### src/rtl/run_ctrl_debounce.sv
// run_ctrl_debounce: debounces the run/pause and clear push-buttons, turns each
// debounced press into a one-cycle event, and sequences a 4-state control FSM
// that drives the counter chain's level enable and active-low clear pulse.

// Per-key conditioner: 2-flop synchroniser, debounce counter, press-event pulse.
module run_ctrl_key_db #(
  parameter int                 DB_BITS = 20,
  parameter logic [DB_BITS-1:0] DB_MAX  = 20'd999999
) (
  input  logic clk,
  input  logic rst_n,
  input  logic key_raw,   // active-low raw button, asynchronous to clk
  output logic press      // one-cycle pulse per debounced press
);

  logic               sync1_q, sync1_d;
  logic               sync2_q, sync2_d;
  logic               lvl_q, lvl_d;         // debounced level, 1 = released
  logic               lvl_dly_q, lvl_dly_d; // previous debounced level, for edge detect
  logic [DB_BITS-1:0] cnt_q, cnt_d;
  logic [1:0]         vld_q, vld_d;         // marks the synchroniser as flushed after reset
  logic               arm_q, arm_d;         // set once the key has been seen released
  logic               press_q, press_d;

  // Next-state logic for the synchroniser, debounce filter and press detector.
  always_comb begin
    sync1_d   = key_raw;
    sync2_d   = sync1_q;
    vld_d     = {vld_q[0], 1'b1};
    lvl_dly_d = lvl_q;
    lvl_d     = lvl_q;
    cnt_d     = '0;
    if (sync2_q != lvl_q) begin
      if (cnt_q >= DB_MAX) begin
        lvl_d = sync2_q;
        cnt_d = '0;
      end else begin
        lvl_d = lvl_q;
        cnt_d = cnt_q + DB_BITS'(1);
      end
    end else begin
      lvl_d = lvl_q;
      cnt_d = '0;
    end
    // A key held down across reset release must be let go before it can
    // produce an event, so events are gated until a genuine release is seen.
    if (arm_q) begin
      arm_d = 1'b1;
    end else begin
      arm_d = vld_q[1] & sync2_q & lvl_q;
    end
    press_d = arm_q & lvl_dly_q & ~lvl_q;
  end

  // Register all per-key state; reset leaves the key in the released state.
  always_ff @(posedge clk or negedge rst_n) begin
    if (!rst_n) begin
      sync1_q   <= 1'b1;
      sync2_q   <= 1'b1;
      lvl_q     <= 1'b1;
      lvl_dly_q <= 1'b1;
      cnt_q     <= '0;
      vld_q     <= 2'b00;
      arm_q     <= 1'b0;
      press_q   <= 1'b0;
    end else begin
      sync1_q   <= sync1_d;
      sync2_q   <= sync2_d;
      lvl_q     <= lvl_d;
      lvl_dly_q <= lvl_dly_d;
      cnt_q     <= cnt_d;
      vld_q     <= vld_d;
      arm_q     <= arm_d;
      press_q   <= press_d;
    end
  end

  assign press = press_q;

endmodule

module run_ctrl_debounce #(
  parameter int                  DB_BITS    = 20,
  parameter logic [DB_BITS-1:0]  DB_MAX     = 20'd999999,
  parameter int                  CLR_BITS   = 3,
  parameter logic [CLR_BITS-1:0] CLR_CYCLES = 3'd4
) (
  input  logic       clk,
  input  logic       clr,      // asynchronous active-low reset
  input  logic       key_run,
  input  logic       key_clr,
  output logic       enable,
  output logic       clr_n,
  output logic [1:0] state
);

  typedef enum logic [1:0] {
    ST_IDLE  = 2'b00,
    ST_RUN   = 2'b01,
    ST_PAUSE = 2'b10,
    ST_CLEAR = 2'b11
  } state_e;

  logic                run_ev;
  logic                clr_ev;
  state_e              state_q, state_d;
  logic [CLR_BITS-1:0] clr_cnt_q, clr_cnt_d;
  logic                enable_q, enable_d;
  logic                clr_n_q, clr_n_d;

  run_ctrl_key_db #(.DB_BITS(DB_BITS), .DB_MAX(DB_MAX)) u_db_run (
    .clk     (clk),
    .rst_n   (clr),
    .key_raw (key_run),
    .press   (run_ev)
  );

  run_ctrl_key_db #(.DB_BITS(DB_BITS), .DB_MAX(DB_MAX)) u_db_clr (
    .clk     (clk),
    .rst_n   (clr),
    .key_raw (key_clr),
    .press   (clr_ev)
  );

  // State register together with the clear-length counter.
  always_ff @(posedge clk or negedge clr) begin
    if (!clr) begin
      state_q   <= ST_IDLE;
      clr_cnt_q <= '0;
    end else begin
      state_q   <= state_d;
      clr_cnt_q <= clr_cnt_d;
    end
  end

  // Next-state logic; a clear event beats a simultaneous run event.
  always_comb begin
    state_d   = state_q;
    clr_cnt_d = clr_cnt_q;
    case (state_q)
      ST_IDLE, ST_PAUSE: begin
        if (clr_ev) begin
          state_d   = ST_CLEAR;
          clr_cnt_d = CLR_BITS'(1);
        end else if (run_ev) begin
          state_d   = ST_RUN;
        end else begin
          state_d   = state_q;
        end
      end
      ST_RUN: begin
        if (clr_ev) begin
          state_d   = ST_CLEAR;
          clr_cnt_d = CLR_BITS'(1);
        end else if (run_ev) begin
          state_d   = ST_PAUSE;
        end else begin
          state_d   = ST_RUN;
        end
      end
      ST_CLEAR: begin
        // Events arriving here are dropped; the counter alone ends the clear.
        if (clr_cnt_q >= CLR_CYCLES) begin
          state_d   = ST_IDLE;
          clr_cnt_d = '0;
        end else begin
          state_d   = ST_CLEAR;
          clr_cnt_d = clr_cnt_q + CLR_BITS'(1);
        end
      end
      default: begin
        state_d   = ST_IDLE;
        clr_cnt_d = '0;
      end
    endcase
  end

  // Output decode from the upcoming state so the registered outputs align with state_q.
  always_comb begin
    enable_d = (state_d == ST_RUN);
    clr_n_d  = (state_d != ST_CLEAR);
  end

  // Output registers; clr_n is held low while in reset.
  always_ff @(posedge clk or negedge clr) begin
    if (!clr) begin
      enable_q <= 1'b0;
      clr_n_q  <= 1'b0;
    end else begin
      enable_q <= enable_d;
      clr_n_q  <= clr_n_d;
    end
  end

  assign enable = enable_q;
  assign clr_n  = clr_n_q;
  assign state  = state_q;

endmodule

### config.mk
export PLATFORM = sky130hd
export DESIGN_NAME = run_ctrl_debounce
export DESIGN_NICKNAME = d
export VERILOG_FILES = /design/src/rtl/run_ctrl_debounce.sv
export SDC_FILE = /design/constraint.sdc
export NUM_CORES = 1
export LEC_CHECK = 0
export ABC_AREA = 1
export CORE_MARGIN = 5
export CORE_UTILIZATION = 66
export CTS_CLUSTER_DIAMETER = 80
export CTS_CLUSTER_SIZE = 40
export DETAILED_ROUTE_END_ITERATION = 12
export GPL_TIMING_DRIVEN = 1
export PLACE_DENSITY = 0.84
export SLEW_MARGIN = 20
export SYNTH_ARGS = -nofsm -noshare
export SYNTH_HDL_FRONTEND = slang
export SYNTH_SLANG_ARGS = --single-unit
export TNS_END_PERCENT = 100
### constraint.sdc
create_clock -name clk -period 3.55 [get_ports clk]
set_input_delay 0.355 -clock clk [delete_from_list [all_inputs] [get_ports clk]]
set_output_delay 0.355 -clock clk [all_outputs]
set_load 0.005 [all_outputs]
==> impl.org, run 1 <==
** Floorplanning
- From bottom edge to top edge, the die measures 79.9 um.
- The floorplan step defined a core boundary enclosing ~4700 um^2.
- The floorplan has 25 rows.
- Die boundary width :: 79.9 um
- 8 I/O pins were placed.
- For this configuration, the core starts out at a cell density of 0.683.
- The floorplan step defined a die boundary enclosing about 6400 um^2.

** Global routing
- The number of antenna violations at the first check in global routing was 0.
- Overflow after GRT :: 0
- The first global-routing pass estimated 10200 um of wire.
- Entering global routing, the biggest net connects 42 pins.
- GRT Util Overall :: 0.209
- The via count of the first global-routing pass came to between 2000 and 2500.

** Detailed routing
- The count of nets left with antenna violations once routing finished came out at 0.
- Detailed Routing Iterations Pass 1 :: 5
- Post-detailed-route wirelength per cell :: 11.7 um
- Post-route DRC violation count :: 0
- The routed layout has approximately 2400 vias.
- The detailed router finished its first iteration with 97 violations.
- Using the TritonRoute via totals, the vias-per-cell ratio works out to 5.11.
- For this block, the routed nets add up to 5630 um of wire.

** Layout
- Across the whole layout, storage elements account for between 1500 and 2000 um^2.
- The library cell used most frequently in the layout, excluding fill and tap cells, is sky130_fd_sc_hd__nand2_1.
- In the final design database the tool counted roughly 420 nets.
- Fraction of final layout cells sized beyond drive strength 1 :: 0.216
- Number of inserted diodes :: 0
- Summing all multi-input logic gate instances after layout gives ~1500 um^2.
- Layout filler cell count :: 350
- Highest-count cells in the layout ignoring fill and taps :: sky130_fd_sc_hd__nand2_1 (98), sky130_fd_sc_hd__nor2_1 (57), sky130_fd_sc_hd__dfrtp_1 (53)
- Relative to the synthesized area, the layout overhead comes to 9.61%.

** Timing
- Setup violations remaining at the end of the flow were counted as 0.
- The total count of hold-check failures in the final report is 0.
- Post-layout minimum cycle time :: 1.89 ns
- Worst path setup slack after routing :: around 1.7 ns
- RSZ-0062 raised after global routing :: false
- Highest clock frequency the design can meet :: around 0.53 GHz
- Clock skew on the completed layout was measured at 0.0129 ns.
- Relative slew slack :: 0.398
- In the finished design, the share of the clock period the worst path needs comes to 0.531.
- In the final timing run, aggregate negative setup slack is 0 ns.
- For the pin with the worst max-slew slack, the measured transition is between 0.9 and 1 ns.
- Hold Worst Slack :: 0.141 ns
- The total count of max-transition violations in the final report is 0.

** Clock network
- Clock-pin slew was measured on the worst setup and hold paths at 0.08 ns.
- Root buffer cell :: sky130_fd_sc_hd__clkbuf_8
- Number of gates resized after CTS :: 0
- CTS built an H-tree with a depth of 3.
- Clock Path Buffers :: 2
- Clock buffers created by TritonCTS :: 9
- Buffers added to address setup during post-CTS repair amount to 0.
- TritonCTS built the clock tree.
- Total clock sinks :: 61
- The later pin in the worst-skew pair is clocked with a latency of between 0.3 and 0.4 ns.
- In this run, post-CTS hold repair placed 0 buffers.

** Critical path
- Critical Setup Path Class :: flip-flop to flip-flop
- The worst register-to-register path has a setup slack of 1.66 ns.
- Crit path top cell by count :: sky130_fd_sc_hd__nand3_1
- In this run the worst path has a maximum fanout of 20.
- Kind of cell with the highest combined delay on the critical path :: simple AND/OR/NAND/NOR gates
- Number of cells on the worst reg-to-reg path :: 6
- Endpoint class of the critical path :: flip-flop
- Cell at the slowest stage of the critical path :: sky130_fd_sc_hd__nand3_2
- Data on the critical path arrives at its endpoint at roughly 2.1 ns.
- The critical path goes through ha_1, nand3_1, inv_1, nand3_1, nand3_2, nor2_2.
- Critical R2R Launch :: u_db_run.cnt_q[0]
- Endpoint required time on the critical path :: about 3.8 ns
- Startpoint types :: flip-flop
- For this run, the slowest stage of the critical path takes 0.49 ns.
- The endpoint identified for the worst register-to-register timing path is u_db_run.cnt_q[13].
- Worst path buffer plus inverter count :: 1

** Logic synthesis
- Netlist Area Pre-Place :: between 3000 and 4000 um^2
- Warning count from the yosys run :: 0
- Post-synthesis cell count :: ~400
- Counting flops and latches in the post-synthesis netlist gives a little over 60.
- The netlist uses 24 different library cells.
- When the netlist entered floorplanning its net count stood at 400.
- Of the synthesized area, sequential elements account for 0.476.
- The average instance in the mapped netlist occupies 8.23 um^2.

** Placement
- The HPWL after detailed placement is about 3900 um.
- Routability-driven placement finished with a final weighted congestion of ~0.89.
- Worst setup slack before clock tree synthesis :: ~1.7 ns
- I/O Buffers :: 7

** Worst hold path
- The worst hold path belongs to the class input port to async pin.

** Power
- Largest vdd supply drop :: approximately 0.27 mV
- Power per cell area :: about 390 nW/um^2
- Summed over all cells, the static leakage comes to 1.49 nW.

** Run status
- The run finished with clean final reports.

** Run
- Total of max-cap violations :: 0
worst max-delay path by stage:
| stage | startpoint | endpoint | slack, ns | cells after the start |
|---|---|---|---|---|
| final | u_db_run.cnt_q[0] | u_db_run.cnt_q[13] | 1.66 | 6 |
| after global routing | u_db_run.cnt_q[0] | u_db_run.cnt_q[15] | 1.51 | 6 |
| after CTS | u_db_run.cnt_q[0] | u_db_run.cnt_q[13] | 1.66 | 6 |
| after detailed placement | u_db_run.cnt_q[0] | u_db_run.cnt_q[7] | 1.67 | 6 |
| after global placement | u_db_run.cnt_q[0] | u_db_run.cnt_q[0] | 1.77 | 6 |
| after floorplan | u_db_run.cnt_q[0] | u_db_run.cnt_q[14] | 2.22 | 7 |
cells in the mapped netlist:
| library cell | count | area share |
|---|---|---|
| sky130_fd_sc_hd__o21ai_0 | 6 | 0.0093 |
| sky130_fd_sc_hd__nand3_1 | 22 | 0.034 |
| sky130_fd_sc_hd__nand4_1 | 1 | 0.0019 |
| sky130_fd_sc_hd__nor2_2 | 49 | 0.095 |
| sky130_fd_sc_hd__o22ai_1 | 1 | 0.0019 |
| sky130_fd_sc_hd__xor2_1 | 19 | 0.052 |
| sky130_fd_sc_hd__a31o_2 | 2 | 0.0054 |
| sky130_fd_sc_hd__nor2_4 | 2 | 0.0070 |
| sky130_fd_sc_hd__dfrtp_1 | 53 | 0.41 |
| sky130_fd_sc_hd__dfstp_2 | 8 | 0.065 |
| sky130_fd_sc_hd__nand3b_1 | 3 | 0.0070 |
| sky130_fd_sc_hd__nor2_1 | 57 | 0.066 |
| sky130_fd_sc_hd__xnor2_1 | 9 | 0.024 |
| sky130_fd_sc_hd__buf_6 | 4 | 0.014 |
| sky130_fd_sc_hd__o21bai_1 | 3 | 0.0070 |
| sky130_fd_sc_hd__a21oi_1 | 3 | 0.0046 |
| sky130_fd_sc_hd__ha_1 | 4 | 0.016 |
| sky130_fd_sc_hd__conb_1 | 1 | 0.0012 |
| sky130_fd_sc_hd__inv_1 | 36 | 0.042 |
| sky130_fd_sc_hd__nand2_1 | 98 | 0.11 |
| sky130_fd_sc_hd__nand2_2 | 3 | 0.0058 |
| sky130_fd_sc_hd__inv_2 | 4 | 0.0046 |
| sky130_fd_sc_hd__a22oi_1 | 1 | 0.0023 |
| sky130_fd_sc_hd__nand3_2 | 3 | 0.0093 |
layout make-up:
class | instances | share of cell area
flip-flops and latches | 61 | 0.434
multi-input cells | 287 | 0.423
inverters | 40 | 0.0424
clock buffers | 9 | 0.0350
well taps | 67 | 0.0237
clock inverters | 7 | 0.0212
repair buffers | 8 | 0.0205
stage by stage:
| stage | total power (W) | utilization | area (um^2) | std cells |
|---|---|---|---|---|
| floorplan | 0.000753 | - | 3230 | 392 |
| CTS | 0.00138 | 0.749 | 3540 | 479 |
| global route | 0.00143 | 0.749 | 3540 | 479 |
| detailed placement | 0.000771 | 0.707 | 3340 | 463 |
| global placement | 0.000769 | 0.707 | 3340 | 463 |
| finish | 0.00137 | 0.749 | 3540 | 479 |
cell families (layout without fill, tap and decap cells):
logic type,count (synthesis),in the layout,synth area share
buf+inv,44,64,0.0605
flops,61,61,0.476
compound gates,16,16,0.0306
other cells,1,1,0.00116
xor+xnor,28,28,0.0760
fa+ha+maj,4,4,0.0155
simple gates,238,238,0.340
per-layer routing:
metal  track usage  wire (um)  up-vias
li1              -          -     1227
met1         0.245       2530     1162
met2         0.349       2760       47
met3        0.0655        238       11
met4        0.0929        103        0
met5             0          0        -
sequential cells by signal, summed over array words and instances, names as in the netlist:
signal and cells:
u_db_clr.cnt_q 20, u_db_run.cnt_q 20, clr_cnt_q 3, state 2, u_db_clr.vld_q 2, clr_n 1
enable 1, u_db_clr.arm_q 1, u_db_clr.lvl_dly_d 1, u_db_clr.lvl_dly_q 1, u_db_clr.press 1, u_db_clr.sync1_q 1
u_db_clr.sync2_q 1, u_db_run.arm_q 1, u_db_run.lvl_dly_d 1, u_db_run.lvl_dly_q 1, u_db_run.press 1, u_db_run.sync1_q 1
u_db_run.sync2_q 1
worst register-to-register path, cell delays in order, from the launching register on:
cell and delay [ns]:
sky130_fd_sc_hd__dfrtp_1 0.41, sky130_fd_sc_hd__ha_1 0.24, sky130_fd_sc_hd__nand3_1 0.14, sky130_fd_sc_hd__inv_1 0.11, sky130_fd_sc_hd__nand3_1 0.16, sky130_fd_sc_hd__nand3_2 0.49, sky130_fd_sc_hd__nor2_2 0.25
power by group:
part	internal, W	switching, W
combinational	0.0000115	0.0000319
sequential	0.000706	0.00000715
clock	0.000326	0.000290
total	0.00104	0.000329
Note: power is estimated with default switching activity, not from simulation.
==> inputs of run 2 (changes only) <==
- CORE_UTILIZATION: 66 -> 55
- PLACE_DENSITY: 0.84 -> 0.75
- clock period: 3.55 -> 1.6 ns (I/O delays scaled with it)
==> impl.org, run 2 (synthesized netlist as in run 1, its figures left out) <==
** Detailed routing
- Drt first-iter violations :: 100 (+3.1%)
- Via/cell ratio :: 4.92 (-3.7%)
- The number of vias after detailed routing came to 2421 (-1.1%).
- The wire length per cell after detailed routing is 11.3 um (-3.5%).
- The residual antenna-violating net count after detailed routing is 0 (unchanged).
- The total routed wirelength was 5580 um (-0.89%).
- The total DRC errors in the routed layout came to 0 (unchanged).
- The length of the first detailed-routing pass in iterations came to 5 (unchanged).

** Clock network
- The tree is rooted in a sky130_fd_sc_hd__clkbuf_8.
- The source-to-sink clock delay at the later pin of the worst-skew pair is 0.34 ns (about the same).
- CTS tree :: built
- The number of buffers added by the clock tree synthesis step came to 9 (unchanged).
- Clock-pin slew of the registers on the worst-case setup and hold paths :: 0.08 ns (about the same)
- The clock sink count came to 61 (unchanged).
- The maximum number of buffers from clock root to sink was 2 (unchanged).
- The deepest level of the CTS H-tree came to 3 (unchanged).

** Timing
- The maximum frequency from static timing analysis was 0.679 GHz (+28%).
- The total count of hold-check failures in the final report is 0 (unchanged).
- Fin Setup TNS :: 0 ns (unchanged)
- Worst path setup slack after routing :: 0.128 ns (-1.54 ns)
- The total count of max-transition violations in the final report is 0 (unchanged).
- The final period demand of the worst path came to 1.47 ns (-0.414 ns).
- The final clock period utilization by the worst path is 0.920 (+0.389).
- The number of setup violations in the final report came to 0 (unchanged).
- Setup repair after global routing left no endpoint under its margin.
- Maximum clock skew at final layout :: 0.0118 ns (-0.00112 ns)

** Global routing
- Initial antenna violation count :: 0 (unchanged)
- The remaining global-route overflow came to 0 (unchanged).
- The aggregate global-route resource usage came to 0.174 (-0.0349).
- The pin count of the biggest net entering global routing came to 30 (-29%).
- The global-route wire length before repair is 10200 um (-0.14%).
- Via count of the first global-routing pass :: 2346 (-2.6%)

** Layout
- The area occupied by registers was 1540 um^2 (unchanged).
- Highest-count cells in the layout ignoring fill and taps :: sky130_fd_sc_hd__nand2_1 (98), sky130_fd_sc_hd__nor2_1 (57), sky130_fd_sc_hd__dfrtp_1 (53)
- Area growth from synthesis to layout :: 14.0%
- Commonest non-fill, non-tap cell in the layout :: sky130_fd_sc_hd__nand2_1
- Fraction of final layout cells sized beyond drive strength 1 :: 0.233 (+0.0166)
- Post-layout instance area :: 3680 um^2 (+4.0%)
- Number of inserted diodes :: 0 (unchanged)
- Top Registers :: u_db_clr.cnt_q: 20 flops, u_db_run.cnt_q: 20 flops, clr_cnt_q: 3 flops
- The number of fillers in the final layout is 521 (+49%).
- Area used by multi-input combinational logic :: 1520 um^2 (+1.3%)
- The number of standard cells in the layout, taps in and fillers out came to 492 (+2.7%).
- The final net count came to 420 (+1.2%).

** Floorplanning
- The I/O pin count was 8 (unchanged).
- Die boundary width :: 86.6 um (+8.4%)
- Std-Cell Rows :: 28 (+12%)
- The floorplan die area is 7500 um^2 (+17%).
- Effective utilization at floorplan :: 0.555 (-0.128)
- Area inside the core boundary :: 5820 um^2 (+23%)
- Die boundary height :: 86.6 um (+8.4%)

** Critical path
- The critical path is of the flip-flop to flip-flop type.
- Signal arrival time at the worst endpoint :: 1.70 ns (-0.44 ns)
- The largest fanout on the critical path was 4 (-80%).
- The worst setup path is captured at a flip-flop.
- Critical R2R Launch :: u_db_clr.cnt_q[0]
- The worst setup path is launched from a flip-flop.
- Tracing the worst setup path back leads to its startpoint at u_db_clr.cnt_q[0].
- The critical path required time came to 1.83 ns (-1.98 ns).

** Run
- Total of max-cap violations :: 0 (unchanged)

** Power
- The power per cell area is 894 nW/um^2 (+130%).
- The worst-case vdd ir drop was 0.570 mV (+110%).
- The static power due to leakage was 1.54 nW (+3.8%).

** Placement
- GPL Wtd Cong :: 0.894 (+0.45%)
- Worst setup slack before clock tree synthesis :: 0.108 ns (-1.56 ns)
- The post-placement cell count was 474 (+2.4%).
- I/O Buffers :: 7 (unchanged)
- The placement-stage cell area came to 3410 um^2 (+2.1%).
- Post-DP HPWL :: 4060 um (+3.2%)

** Run status
- Result of the run :: complete, no violations

** Worst hold path
- Path type of the worst min-delay path :: input port to flip-flop
- The startpoint identified for the worst hold timing path is key_clr.
[run 2: changes by cell type in the layout (fill, tap and decap cells not counted), sizes merged]
| cell | delta |
|---|---|
| clkinvlp | -2 |
| clkinv | -1 |
| inv | +1 |
| buf | +4 |
| dlygate4sd3 | +1 |
| bufinv | +1 |
| clkbuf | +1 |
[run 2: critical path, stage by stage (launching register included)]
cell and delay [ns]:
sky130_fd_sc_hd__dfrtp_1 0.39, sky130_fd_sc_hd__ha_1 0.22, sky130_fd_sc_hd__nand2_1 0.10, sky130_fd_sc_hd__nor2_4 0.14
sky130_fd_sc_hd__nand2_1 0.11, sky130_fd_sc_hd__nor2_1 0.15, sky130_fd_sc_hd__xor2_1 0.19, sky130_fd_sc_hd__nor2_2 0.06
[run 2: repair_timing]
action / 4_1_cts / 5_1_grt
endpoints found under the setup margin: 0 / 23
resized for setup: 0 / 5
setup buffers: 0 / 1
hold buffers: 1 / 0
hold endpoints to repair: 15 / 0
[run 2: per-stage QoR]
| stage | utilization | total power, W | hold WS (ns) |
|---|---|---|---|
| finish | 0.633 | 0.00329 | 0.219 |
| CTS | 0.628 | 0.00332 | 0.207 |
| global placement | 0.586 | 0.00173 | 0.110 |
| global route | 0.633 | 0.00343 | 0.207 |
| detailed placement | 0.586 | 0.00173 | 0.111 |
| floorplan | - | 0.00167 | -0.136 |
[run 2: layout make-up]
type | count | share of cell area
Sequential cell | 61 | 0.418
Multi-Input combinational cell | 287 | 0.412
Timing Repair Buffer | 13 | 0.0408
Inverter | 40 | 0.0408
Clock buffer | 10 | 0.0374
Clock inverter | 6 | 0.0255
Tap cell | 75 | 0.0255
[run 2: worst paths after layout]
| check | endpoint | cells past startpoint | slack (ns) |
|---|---|---|---|
| worst max register to register | u_db_clr.cnt_q[12] | 7 | 0.13 |
| max in group asynchronous | u_db_run.sync1_q | 3 | 0.72 |
| worst min-delay path | u_db_clr.sync1_q | 1 | 0.22 |
| worst max-delay path | u_db_clr.cnt_q[12] | 7 | 0.13 |
| min in group asynchronous | clr_n | 2 | 0.26 |
| worst min register to register | u_db_run.sync2_q | 0 | 0.36 |
[run 2: power by group]
part / internal, W / switching, W / total, W
Clock: 0.000932 / 0.000656 / 0.00159
Sequential: 0.00157 / 0.0000158 / 0.00158
Combinational: 0.0000435 / 0.0000749 / 0.000118
Total: 0.00254 / 0.000747 / 0.00329
[run 2: metal layers]
layer | vias up | wire [um] | GRT usage
met5 | - | 0 | 0
met4 | 0 | 75 | 0.0680
met3 | 10 | 183 | 0.0456
met2 | 27 | 2620 | 0.284
met1 | 1139 | 2700 | 0.220
li1 | 1245 | - | -
==> inputs of run 3 (changes only) <==
==> constraint.sdc (replaced) <==
create_clock -name clk -period 1.6 [get_ports clk]
set_input_delay 0.24 -clock clk [delete_from_list [all_inputs] [get_ports clk]]
set_output_delay 0.24 -clock clk [all_outputs]
set_load 0.005 [all_outputs]
==> impl.org, run 3 (synthesized netlist as in run 1, its figures left out) <==
** Power
- Power per cell area :: 858 nW/um^2 (-4.1%)
- The combinational power share is 0.038 (+0.002).
- Largest vdd supply drop :: 0.541 mV (-5.0%)
- The internal power was 0.00235 W (-7.5%).
- Standby leakage power :: 1.53 nW (-0.86%)
- The relative contribution of sequential cells to total power is 0.506 (+0.025).
- NetSw :: 0.000775 W (+3.8%)
- The part of the total power dissipated in the clock network came to 0.456 (-0.027).
- Net switching share of the total power :: 0.248 (+0.0208)

** Clock network
- Clock buffers created by TritonCTS :: 9 (unchanged)
- Total clock sinks :: 61 (unchanged)
- Clock Path Buffers :: 2 (unchanged)
- The clock transition at the registers of the reported paths is 0.08 ns (about the same).
- The post-CTS repair timing setup buffer count is 0 (unchanged).
- Root buffer cell :: sky130_fd_sc_hd__clkbuf_8
- CTS tree :: built
- CTS H-Tree Depth :: 3 (unchanged)
- Insertion delay to the later sink of the worst-skew pair :: 0.35 ns (about the same)

** Floorplanning
- Die boundary width :: 86.6 um (unchanged)
- Area inside the core boundary :: 5820 um^2 (unchanged)
- The site row count is 28 (unchanged).
- I/O pins :: 8 (unchanged)
- The floorplan die area came to 7500 um^2 (unchanged).
- The die span in y came to 86.6 um (unchanged).
- Effective utilization at floorplan :: 0.555 (unchanged)

** Layout
- Top Registers :: u_db_clr.cnt_q: 20 flops, u_db_run.cnt_q: 20 flops, clr_cnt_q: 3 flops
- Relative to the synthesized area, the layout overhead comes to 12.9%.
- The fraction of layout cells with a size suffix above 1 was 0.233 (unchanged).
- Leaving out fill and tap cells, the most frequent cell in the layout is sky130_fd_sc_hd__nand2_1.
- The diode insertion count for antenna repair was 0 (unchanged).
- The utilization of the core after routing came to 0.627 (-0.00581).
- In the layout the commonest cells are sky130_fd_sc_hd__nand2_1 (98), sky130_fd_sc_hd__nor2_1 (56), sky130_fd_sc_hd__dfrtp_1 (53).
- The final net count is 420 (unchanged).

** Global routing
- Initial antenna violation count :: 0 (unchanged)
- The pin count of the biggest net entering global routing is 21 (-30%).
- Overflow after GRT :: 0 (unchanged)
- The via count of the first global-routing pass is 2383 (+1.6%).
- GRT Util Overall :: 0.173 (-0.00125)
- Global-route wire length before repair :: 10200 um (-0.34%)

** Placement
- The number of buffers added on ports was 7 (unchanged).
- The HPWL reported at the end of detailed placement is 4180 um (+3.1%).
- Worst setup slack before clock tree synthesis :: 0.103 ns (-0.00484 ns)
- GPL Wtd Cong :: 0.918 (+2.7%)

** Timing
- Fraction of the cycle the final worst path needs :: 0.935 (+0.0150)
- Number of hold violations in the final report :: 0 (unchanged)
- Final Setup Violations :: 0 (unchanged)
- Setup repair after global routing could not meet its margin everywhere.
- Post-layout minimum cycle time :: 1.50 ns (+0.0241 ns)
- The total count of max-transition violations in the final report came to 0 (unchanged).
- The maximum frequency from static timing analysis was 0.668 GHz (-1.6%).
- Worst path setup slack after routing :: 0.104 ns (-0.0241 ns)
- Maximum clock skew at final layout :: 0.0124 ns (+0.000636 ns)

** Detailed routing
- Post-DRT Antenna Nets :: 0 (unchanged)
- The total routed wirelength is 5710 um (+2.4%).
- The length of the first detailed-routing pass in iterations was 4 (-1).
- The vias per cell was 4.97 (+0.91%).
- Post-route DRC violation count :: 0 (unchanged)
- Post-detailed-route wirelength per cell :: 11.6 um (+2.4%)
- Via Count :: 2443 (+0.91%)
- Drt first-iter violations :: 65 (-35%)

** Critical path
- Among the stages of the critical path, the cell type that occurs most often is sky130_fd_sc_hd__nand2_1.
- The largest fanout on the critical path came to 4 (unchanged).
- The startpoint identified for the worst register-to-register timing path is u_db_clr.cnt_q[0].
- Endpoint class of the critical path :: flip-flop
- The worst reg-to-reg path cell count is 9 (+2).
- Endpoint required time on the critical path :: 1.88 ns (+0.05 ns)
- The worst register-to-register path ends at u_db_clr.cnt_q[18].
- Critical Path, Cell by Cell :: ha_2, nand2_1, nor2_2, nand3_1, inv_1, nand2_1, nand2_1, nand2_1, nor2_2
- The data arrival at the endpoint of the critical path was 1.78 ns (+0.08 ns).
- The buffering stage count on the worst path with inverters included was 1 (+1).
- Longest individual stage delay on the worst path :: 0.41 ns (+0.02 ns)
- Critical Setup Path Class :: flip-flop to flip-flop
- Kind of cell with the highest combined delay on the critical path :: simple AND/OR/NAND/NOR gates
- R2R Setup Slk :: 0.10 ns (-0.02 ns)
- Cell at the slowest stage of the critical path :: sky130_fd_sc_hd__dfrtp_1
- Startpoint types :: flip-flop

** Worst hold path
- Path type of the worst min-delay path :: input port to flip-flop
- Worst hold start :: key_clr
- Hold path endpoint :: u_db_clr.sync1_q
- Hold-critical path depth :: 1 (unchanged)

** Run status
- Result of the run :: complete, no violations

** Run
- The reported max-cap violation count came to 0 (unchanged).
## run 3: worst max path at each step
stage                 startpoint                 end  slack (ns)  cells after the start
2_1_floorplan  u_db_run.cnt_q[0]  u_db_run.cnt_q[14]        0.27                      7
3_3_place_gp   u_db_clr.cnt_q[0]  u_db_clr.cnt_q[18]        0.15                      9
3_5_place_dp   u_db_clr.cnt_q[0]  u_db_clr.cnt_q[18]        0.10                      9
4_1_cts                 state[1]            state[1]        0.08                      1
5_1_grt        u_db_clr.cnt_q[0]  u_db_clr.cnt_q[18]      -0.005                      9
6_report       u_db_clr.cnt_q[0]  u_db_clr.cnt_q[18]        0.10                      9
## run 3: cell type report
type	count	area [um^2]
Clock buffer	9	124
Clock inverter	7	83.8
Fill cell	510	2170
Inverter	40	150
Multi-Input combinational cell	287	1510
Sequential cell	61	1540
Tap cell	75	93.8
Timing Repair Buffer	13	150
## run 3: layer usage
layer / vias up / share of wire / track usage / routed length (um)
li1: 1241 / - / - / -
met1: 1158 / 0.45 / 0.203 / 2590
met2: 37 / 0.50 / 0.296 / 2830
met3: 7 / 0.037 / 0.0456 / 209
met4: 0 / 0.015 / 0.0765 / 83
met5: - / 0 / 0 / 0
## run 3: timing repair
action                                  4_1_cts  5_1_grt
endpoints found under the setup margin        0       21
gates resized for setup                       0        4
hold buffers                                  1        0
hold endpoints to repair                     13        0
## run 3: metrics by stage
step                cells  cell area, um^2  hold WS [ns]  power (W)  setup TNS, ns
floorplan             392             3230       -0.0556    0.00167              0
detailed placement    475             3420         0.212    0.00173              0
finish                492             3640         0.292    0.00313              0
CTS                   492             3630         0.274    0.00318              0
global placement      475             3420         0.203    0.00173              0
global route          492             3640         0.285    0.00326       -0.00504
## run 3: power groups by stage
stage	logic (W)	clock network, W	registers (W)
2_1_floorplan	0.0000627	0	0.00161
3_3_place_gp	0.000118	0	0.00161
3_5_place_dp	0.000119	0	0.00161
4_1_cts	0.000122	0.00147	0.00158
5_1_grt	0.000135	0.00154	0.00158
6_report	0.000119	0.00143	0.00158
## run 3: worst reg2reg max path: cells and delay by family, from the launching register on
| kind | cells | cell delay, ns |
|---|---|---|
| flops | 1 | 0.41 |
| fa+ha+maj | 1 | 0.23 |
| buf+inv | 1 | 0.12 |
| simple gates | 7 | 0.69 |
